===== config.mk =====
export PLATFORM = sky130hd
export DESIGN_NAME = tff_counter
export DESIGN_NICKNAME = d
export VERILOG_FILES = /design/src/rtl/tff_counter.sv
export SDC_FILE = /design/constraint.sdc
export NUM_CORES = 1
export LEC_CHECK = 0
export BUFFER_PORTS_ARGS = -buffer_cell sky130_fd_sc_hd__clkbuf_2
export CAP_MARGIN = 10
export CORE_MARGIN = 4
export CORE_UTILIZATION = 49
export DETAILED_ROUTE_END_ITERATION = 16
export PLACE_DENSITY_LB_ADDON = 0.05
export SYNTH_ARGS = -nofsm -noshare
export SYNTH_HDL_FRONTEND = slang
export SYNTH_SLANG_ARGS = --single-unit

===== constraint.sdc =====
create_clock -name clk -period 3.53 [get_ports clk]
set_input_delay 0.353 -clock clk [delete_from_list [all_inputs] [get_ports clk]]
set_output_delay 0.353 -clock clk [all_outputs]
set_load 0.05 [all_outputs]

===== src/rtl/tff_counter.sv =====
// tff_counter: synchronous up/down counter whose state is updated through a
// T-flip-flop toggle mask. Every edge computes the next count, flips exactly
// the bits that differ (q ^ t), and reports the mask that was applied.
//
// Parameters
//   WIDTH      counter width in bits (>= 2)
//   RESET_VAL  value loaded into q by clr
//
// Ports
//   clk      clock; all state updates on the rising edge
//   clr      synchronous active-high reset; overrides every other input
//   en       count enable
//   up_dn    1 = count up, 0 = count down
//   ld       synchronous load of ld_val (beats counting)
//   ld_val   load value; may exceed mod_max
//   mod_max  top of the count range (counts over 0..mod_max)
//   sat      1 = saturate at the range boundary, 0 = wrap
//   ovf_clr  clears the sticky ovf flag
//   q        current count
//   tc       one-cycle pulse after each boundary-event edge
//   ovf      sticky boundary flag
//   toggles  mask of q bits flipped on the last edge
module tff_counter #(
  parameter int unsigned      WIDTH     = 8,
  parameter logic [WIDTH-1:0] RESET_VAL = '0
) (
  input  logic             clk,
  input  logic             clr,
  input  logic             en,
  input  logic             up_dn,
  input  logic             ld,
  input  logic [WIDTH-1:0] ld_val,
  input  logic [WIDTH-1:0] mod_max,
  input  logic             sat,
  input  logic             ovf_clr,
  output logic [WIDTH-1:0] q,
  output logic             tc,
  output logic             ovf,
  output logic [WIDTH-1:0] toggles
);

  localparam logic [WIDTH-1:0] One = WIDTH'(1);

  logic [WIDTH-1:0] q_q, toggles_q;
  logic             tc_q, ovf_q;

  logic [WIDTH-1:0] next_val;  // target count for this edge
  logic [WIDTH-1:0] t;         // toggle mask applied to q_q
  logic             boundary;  // a step hit the range boundary

  always_comb begin
    next_val = q_q;
    boundary = 1'b0;
    if (ld) begin
      next_val = ld_val;
    end else if (en) begin
      if (up_dn) begin
        // q above mod_max also counts as a boundary when counting up
        if (q_q < mod_max) begin
          next_val = q_q + One;
        end else begin
          boundary = 1'b1;
          next_val = sat ? mod_max : '0;
        end
      end else begin
        // Down-count is unrestricted by mod_max unless q is already 0
        if (q_q != '0) begin
          next_val = q_q - One;
        end else begin
          boundary = 1'b1;
          next_val = sat ? '0 : mod_max;
        end
      end
    end
    t = q_q ^ next_val;
  end

  always_ff @(posedge clk) begin
    if (clr) begin
      q_q       <= RESET_VAL;
      tc_q      <= 1'b0;
      ovf_q     <= 1'b0;
      toggles_q <= '0;
    end else begin
      q_q       <= q_q ^ t;
      toggles_q <= t;
      tc_q      <= boundary;
      // Set wins over a coincident clear
      ovf_q     <= boundary | (ovf_q & ~ovf_clr);
    end
  end

  assign q       = q_q;
  assign tc      = tc_q;
  assign ovf     = ovf_q;
  assign toggles = toggles_q;

endmodule


==> key figures, run 1 <==
Outcome
  – Status: finished, final reports clean

Yosys
  – Synthesized instance count: 233
  – Sequential element share of the synthesized area: 0.206
  – Syn_nets: 266
  – Asr flop ratio synth: 0
  – Ys Warns: 0
  – Synth Area per Inst: 7.52 µm²
  – EDFF count, synth: 0
  – Register bit total from synthesis: 18
  – Mapped cell area: about 0.0018 mm²
  – Distinct cells, synth: 56
  – Ys flop type: dfxtp_1

GRT
  – Largest net degree at the start of global routing: 30
  – Initial antenna violation count: 0
  – GRT Total Usage: 0.218
  – Grt met1 use: 0.274
  – Gr busiest metal: met2
  – First-pass GRT wire length: 7.74 mm
  – Met3 usage: 0.0460
  – Vias in the first global route: 1663
  – GR Util met2: 0.377
  – GRT overflow: 0

Hold path
  – HP Class: in -> reg
  – Worst Hold Depth: 3

Route
  – Via-to-Cell Ratio: approximately 6
  – Vias: between 1500 and 2000
  – Detail Route Antenna Nets: 0
  – Total Wirelength: 4.67 mm
  – WL per Instance: 15.2 µm
  – Drt pass-1 iters: 4
  – First-iteration detailed-routing DRC count: 96
  – Post-route DRC: 0

STA
  – Relative slew slack: 0.639
  – Fin crit share: 0.761
  – Worst Skew: 1.23 ps
  – Slew @ Worst Pin: 540 ps
  – Hold WS: ~310 ps
  – F_max: approximately 0.37 GHz
  – Tmin final: 2690 ps
  – Endpoints failing setup: 0
  – Post-route setup slack: approximately 840 ps
  – Final hold vios: 0
  – Setup_tns: 0 ps
  – Slew Limit Fails: 0
  – Unrepaired setup endpoints after global routing: no

Power
  – Max VDD drop: 274 µV
  – Power Density: around 360 mW/mm²
  – Leakage: 0.857 nW

Worst setup path
  – Worst Path Class, Setup: reg -> reg
  – Worst Path Arrival: 2910 ps
  – Startpoint Class: flip-flop
  – Worst setup EP type: flip-flop
  – Critical Path RT: approximately 3800 ps
  – Crit path max fanout: 15
  – Worst reg2reg path depth: 7

Placement
  – Hpwl dp: 3.50 mm
  – Post-place instance area: 0.00193 mm²
  – PortBufs: 40
  – GPL Wtd Cong: ~0.88
  – Worst slack at placement: 887 ps

Clocking
  – CTS tree: yes
  – # H-tree levels: 1
  – Maximum buffer depth of the clock tree: 2
  – Cts bufs inserted: 3
  – Skew-Pair Late Insertion Delay: roughly 300 ps
  – Clock slew at the register clock pins of the worst setup and hold paths: roughly 110 ps
  – CTS root buf: clkbuf_4
  – Resize count post-CTS: 0
  – Post-CTS Setup Inserts: 0
  – Hold buffers post-CTS: 0
  – Clock sink total: 18

Final layout
  – Area grow syn2layout: 12.3%
  – Fill cell count: 333
  – Most frequent cells in the layout: clkbuf_2 (40), nand2_1 (23), dfxtp_1 (18)
  – Commonest non-fill, non-tap cell in the layout: clkbuf_2
  – Nets@finish: 295
  – Layout Cell Area excl Fill: around 0.0020 mm²
  – Ant diodes: 0
  – Ratio of cells with drive above 1 in the final layout: 0.207

Floorplanning
  – Die H: 67.8 µm
  – Total die area: 0.00460 mm²
  – Initial Utilization: 0.517
  – Rows: 21
  – Die width: 67.8 µm
  – Core area: 0.00339 mm²
  – I/O pin count: 41

Job
  – Max-cap violations: 0
## metrics by stage
step                 util  total power (W)  cells
finish              0.581         0.000704    307
global route        0.581         0.000754    307
CTS                 0.581         0.000710    307
detailed placement  0.570         0.000571    303
global placement    0.570         0.000573    303
floorplan               -         0.000504    233
## final timing paths
kind | startpoint | to | slack, ps
worst max-delay path | q[2] | toggles[4] | 840
worst min-delay path | ld_val[5] | q[5] | 310
worst max register to register | q[2] | toggles[4] | 840
worst min register to register | ovf | ovf | 500
## power breakdown
group | leakage (nW) | switching [W] | internal (W)
combinational | 0.687 | 0.000205 | 0.000114
clock | 0.0210 | 0.0000713 | 0.0000629
sequential | 0.149 | 0.0000296 | 0.000222
## worst max-delay path, cell delays in order, from the launching register on
cell      delay [ps]
dfxtp_1          650
ha_1             330
o21ai_1          110
a211o_1          340
o21a_1           320
mux2_4           350
a211o_1          310
a211oi_1         200
## routing by layer
metal	share of wire	up-vias	wire length (µm)
met5	0	-	0
met4	0.012	0	55
met2	0.47	80	2180
met1	0.43	827	2030
met3	0.086	8	401
li1	-	919	-
## kinds of logic (layout without fill, tap and decap cells)
logic type	after synthesis	in the layout	share of synthesized area
buffers and inverters	32	60	0.0792
muxes	8	8	0.0500
xor gates and xnor gates	8	8	0.0400
AOI/OAI and AO/OA	68	68	0.295
and+or+nand+nor	89	89	0.259
DFF	18	18	0.206
adders and majority gates	10	10	0.0714
## cell type report
cell class	instances	area [µm²]	area share
multi-input cells	183	1250	0.637
flip-flops and latches	18	360	0.183
repair buffers	40	200	0.102
inverters	16	60.1	0.0305
well taps	46	57.6	0.0292
clock buffers	4	36.3	0.0184
## Yosys cell counts (2+ instances only)
cell / number / area share
nand2b_1: 3 / 0.011
o211ai_1: 2 / 0.0086
o32ai_1: 2 / 0.010
nand2_1: 23 / 0.049
ha_1: 10 / 0.071
a41o_1: 2 / 0.011
nor2b_1: 3 / 0.011
clkbuf_1: 9 / 0.019
buf_6: 2 / 0.013
a22oi_1: 2 / 0.0086
nor2_1: 17 / 0.036
nand4_1: 4 / 0.014
xnor2_1: 6 / 0.030
dfxtp_1: 18 / 0.21
inv_1: 16 / 0.034
a211o_1: 3 / 0.015
a21oi_1: 16 / 0.046
nand3_1: 14 / 0.040
a221oi_1: 3 / 0.015
o21ai_0: 8 / 0.023
mux2i_1: 5 / 0.029
mux2_2: 2 / 0.013
a211oi_1: 4 / 0.017
nor3b_1: 4 / 0.017
o21a_1: 7 / 0.030
o31ai_1: 3 / 0.013
a311oi_1: 2 / 0.010
xor2_1: 2 / 0.010
buf_2: 3 / 0.0086
buf_1: 2 / 0.0043
nor3_1: 11 / 0.031
## registers in the layout, indices dropped and copies added, names as in the netlist
name     count
q            8
toggles      8
tc           1
ovf          1
Note: power is estimated with default switching activity, not from simulation.
==> run 2: changes to the inputs <==
--- a/config.mk
+++ b/config.mk
@@ -5,6 +5,7 @@
 export SDC_FILE = /design/constraint.sdc
 export NUM_CORES = 1
 export LEC_CHECK = 0
+export ABC_AREA = 1
 export BUFFER_PORTS_ARGS = -buffer_cell sky130_fd_sc_hd__clkbuf_2
 export CAP_MARGIN = 10
 export CORE_MARGIN = 4
==> constraint.sdc (replaced) <==
create_clock -name clk -period 2.3 [get_ports clk]
set_input_delay 0.23 -clock clk [delete_from_list [all_inputs] [get_ports clk]]
set_output_delay 0.23 -clock clk [all_outputs]
set_load 0.05 [all_outputs]
==> key figures, run 2 <==
Outcome
  – Status: finished, final reports clean (unchanged)

Worst setup path
  – Worst Path Arrival: 2220 ps (was 2910 ps)
  – Worst Path Class, Setup: reg -> reg (unchanged)
  – Worst setup EP type: flip-flop (unchanged)
  – FF-to-FF setup slack: 270 ps (was 840 ps)
  – Startpoint Class: flip-flop (unchanged)
  – Crit path max fanout: 9 (was 15)
  – Reg2reg start: q[7] (was q[2])
  – Reg-to-reg endpoint: toggles[5] (was toggles[4])
  – Critical Path RT: 2490 ps (was 3750 ps)
  – Worst reg2reg path depth: 10 (was 7)

Floorplanning
  – Die H: 68.1 µm (was 67.8 µm)
  – I/O pin count: 41 (unchanged)
  – Rows: 21 (unchanged)
  – Die width: 68.1 µm (was 67.8 µm)
  – Initial Utilization: 0.519 (was 0.517)
  – Core area: 0.00342 mm² (was 0.00339 mm²)
  – Total die area: 0.00464 mm² (was 0.00460 mm²)

GRT
  – Met3 usage: 0.0279 (was 0.0460)
  – Largest net degree at the start of global routing: 13 (was 30)
  – Initial antenna violation count: 0 (unchanged)
  – GRT Total Usage: 0.214 (was 0.218)
  – Grt met1 use: 0.312 (was 0.274)
  – GR Util met2: 0.333 (was 0.377)
  – First-pass GRT wire length: 7.46 mm (was 7.74 mm)
  – GRT overflow: 0 (unchanged)
  – Gr busiest metal: met2 (unchanged)
  – Vias in the first global route: 1608 (was 1663)

Power
  – PnR Total Power: 0.00106 W (was 0.000704 W)
  – Power Density: 526 mW/mm² (was 358 mW/mm²)
  – Leakage: 1.16 nW (was 0.857 nW)
  – Max VDD drop: 356 µV (was 274 µV)

Yosys
  – Share of the synthesized area in the top cell type: 0.203 (was 0.206)
  – Ys Warns: 0 (unchanged)
  – Ys flop type: dfxtp_1 (unchanged)
  – Cell taking the most area after synthesis: dfxtp_1 (unchanged)
  – Most frequent cells after synthesis: nand2_1 (66), nand3_1 (32), inv_1 (31) (was nand2_1 (23), dfxtp_1 (18), nor2_1 (17))
  – Asr flop ratio synth: 0 (unchanged)
  – Distinct cells, synth: 31 (was 56)
  – Synth Area per Inst: 6.40 µm² (was 7.52 µm²)
  – Synth top area cells: dfxtp_1 (20%), nand2_1 (14%), nand3_1 (9.0%) (was dfxtp_1 (21%), ha_1 (7.1%), nand2_1 (4.9%))
  – Mapped cell area: 0.00177 mm² (was 0.00175 mm²)
  – Synthesized instance count: 277 (was 233)
  – Most numerous cell in the Yosys netlist: nand2_1 (unchanged)
  – Sequential element share of the synthesized area: 0.203 (was 0.206)
  – Register bit total from synthesis: 18 (unchanged)
  – EDFF count, synth: 0 (unchanged)
  – Syn_nets: 310 (was 266)

Job
  – Max-cap violations: 0 (unchanged)

STA
  – Unrepaired setup endpoints after global routing: no (unchanged)
  – Slew Limit Fails: 0 (unchanged)
  – Endpoints failing setup: 0 (unchanged)
  – Worst Skew: 6.75 ps (was 1.23 ps)
  – Slew @ Worst Pin: 450 ps (was 540 ps)
  – Tmin final: 2030 ps (was 2690 ps)
  – Setup_tns: 0 ps (unchanged)
  – Post-route setup slack: 273 ps (was 842 ps)
  – Relative slew slack: 0.700 (was 0.639)
  – F_max: 0.493 GHz (was 0.372 GHz)
  – Fin crit share: 0.882 (was 0.761)
  – Final hold vios: 0 (unchanged)

Clocking
  – Hold buffers post-CTS: 0 (unchanged)
  – # H-tree levels: 1 (unchanged)
  – Post-CTS Setup Inserts: 0 (unchanged)
  – CTS tree: yes (unchanged)
  – Clock sink total: 18 (unchanged)
  – Maximum buffer depth of the clock tree: 2 (unchanged)
  – Skew-Pair Late Insertion Delay: 290 ps (was 300 ps)
  – Clock slew at the register clock pins of the worst setup and hold paths: 110 ps (about the same)
  – Cts bufs inserted: 3 (unchanged)
  – CTS root buf: clkbuf_4 (unchanged)
  – Resize count post-CTS: 0 (unchanged)

Final layout
  – Commonest non-fill, non-tap cell in the layout: nand2_1 (was clkbuf_2)
  – Utilization after layout: 0.590 (was 0.581)
  – Most frequent cells in the layout: nand2_1 (66), clkbuf_2 (40), nand3_1 (32) (was clkbuf_2 (40), nand2_1 (23), dfxtp_1 (18))
  – Ratio of cells with drive above 1 in the final layout: 0.284 (was 0.207)
  – Area grow syn2layout: 13.8% (was 12.3%)
  – Nets@finish: 351 (was 295)
  – Post-Layout Cell Count: 363 (was 307)
  – Ant diodes: 0 (unchanged)

Hold path
  – Worst Hold Depth: 4 (was 3)
  – Endpoint, Worst Hold: ovf (was q[5])
  – Hold Crit Start: ovf_clr (was ld_val[5])
  – HP Class: in -> reg (unchanged)

Placement
  – Worst slack at placement: 292 ps (was 887 ps)
  – GPL Wtd Cong: 0.911 (was 0.879)
  – Placed Cells: 359 (was 303)
  – Hpwl dp: 3.65 mm (was 3.50 mm)
  – PortBufs: 40 (unchanged)

Route
  – Detail Route Antenna Nets: 0 (unchanged)
  – First-iteration detailed-routing DRC count: 153 (was 96)
  – Vias: 1807 (was 1834)
  – Drt pass-1 iters: 4 (unchanged)
  – Via-to-Cell Ratio: 4.98 (was 5.97)
  – WL per Instance: 12.6 µm (was 15.2 µm)
  – Post-route DRC: 0 (unchanged)
  – Total Wirelength: 4.57 mm (was 4.67 mm)
## run 2: cell types whose count changed in the layout (fill, tap and decap cells not counted), sizes merged, moves of 8 or more
cell / previous run / this run
a21oi: 16 / 30
nor3: 11 / 2
inv: 16 / 37
nand3: 14 / 33
nor2: 17 / 25
nand2: 23 / 88
## run 2: kinds of logic (layout without fill, tap and decap cells)
kind of cell,Yosys count,count (layout),synth area share
xor gates and xnor gates,5,5,0.0247
AOI/OAI and AO/OA,42,42,0.124
buffers and inverters,47,87,0.134
and+or+nand+nor,155,155,0.443
DFF,18,18,0.203
adders and majority gates,10,10,0.0706
## run 2: layout make-up
type	count	area (µm²)
Multi-Input combinational cell	212	1170
Timing Repair Buffer	46	245
Clock buffer	4	36.3
Sequential cell	18	360
Inverter	37	144
Tap cell	46	57.6
Fill cell	370	1400
## run 2: metal layers
metal / part of all wire / wire, µm
met4: 0.0033 / 15
met3: 0.077 / 350
met1: 0.48 / 2200
met5: 0 / 0
met2: 0.44 / 2000
## run 2: power by group
group          switching [W]  internal, W
registers          0.0000190     0.000339
clock network      0.0000985    0.0000964
logic               0.000347     0.000161
## run 2: worst max path at each step
stage	start	endpoint	slack, ps	cells after the start
after global routing	q[7]	toggles[1]	90	10
after CTS	q[7]	toggles[1]	280	10
after global placement	q[7]	toggles[0]	290	10
after detailed placement	q[7]	toggles[1]	290	10
final	q[7]	toggles[5]	270	10
after floorplan	q[7]	toggles[1]	230	11
## run 2: worst max-delay path, cell delays in order, from the launching register on
cell	delay (ps)
dfxtp_1	430
ha_1	280
a21oi_1	160
o21a_1	420
nand2_8	130
nand2_2	80
nand3_1	60
nand2_1	120
nand2_2	70
a21oi_1	120
nor2_1	50
## run 2: through the flow
stage	hold WS, ps	instance area, µm²
3_5_place_dp	459	1980
2_1_floorplan	393	1770
4_1_cts	166	2020
3_3_place_gp	457	1980
6_report	171	2020
5_1_grt	187	2020
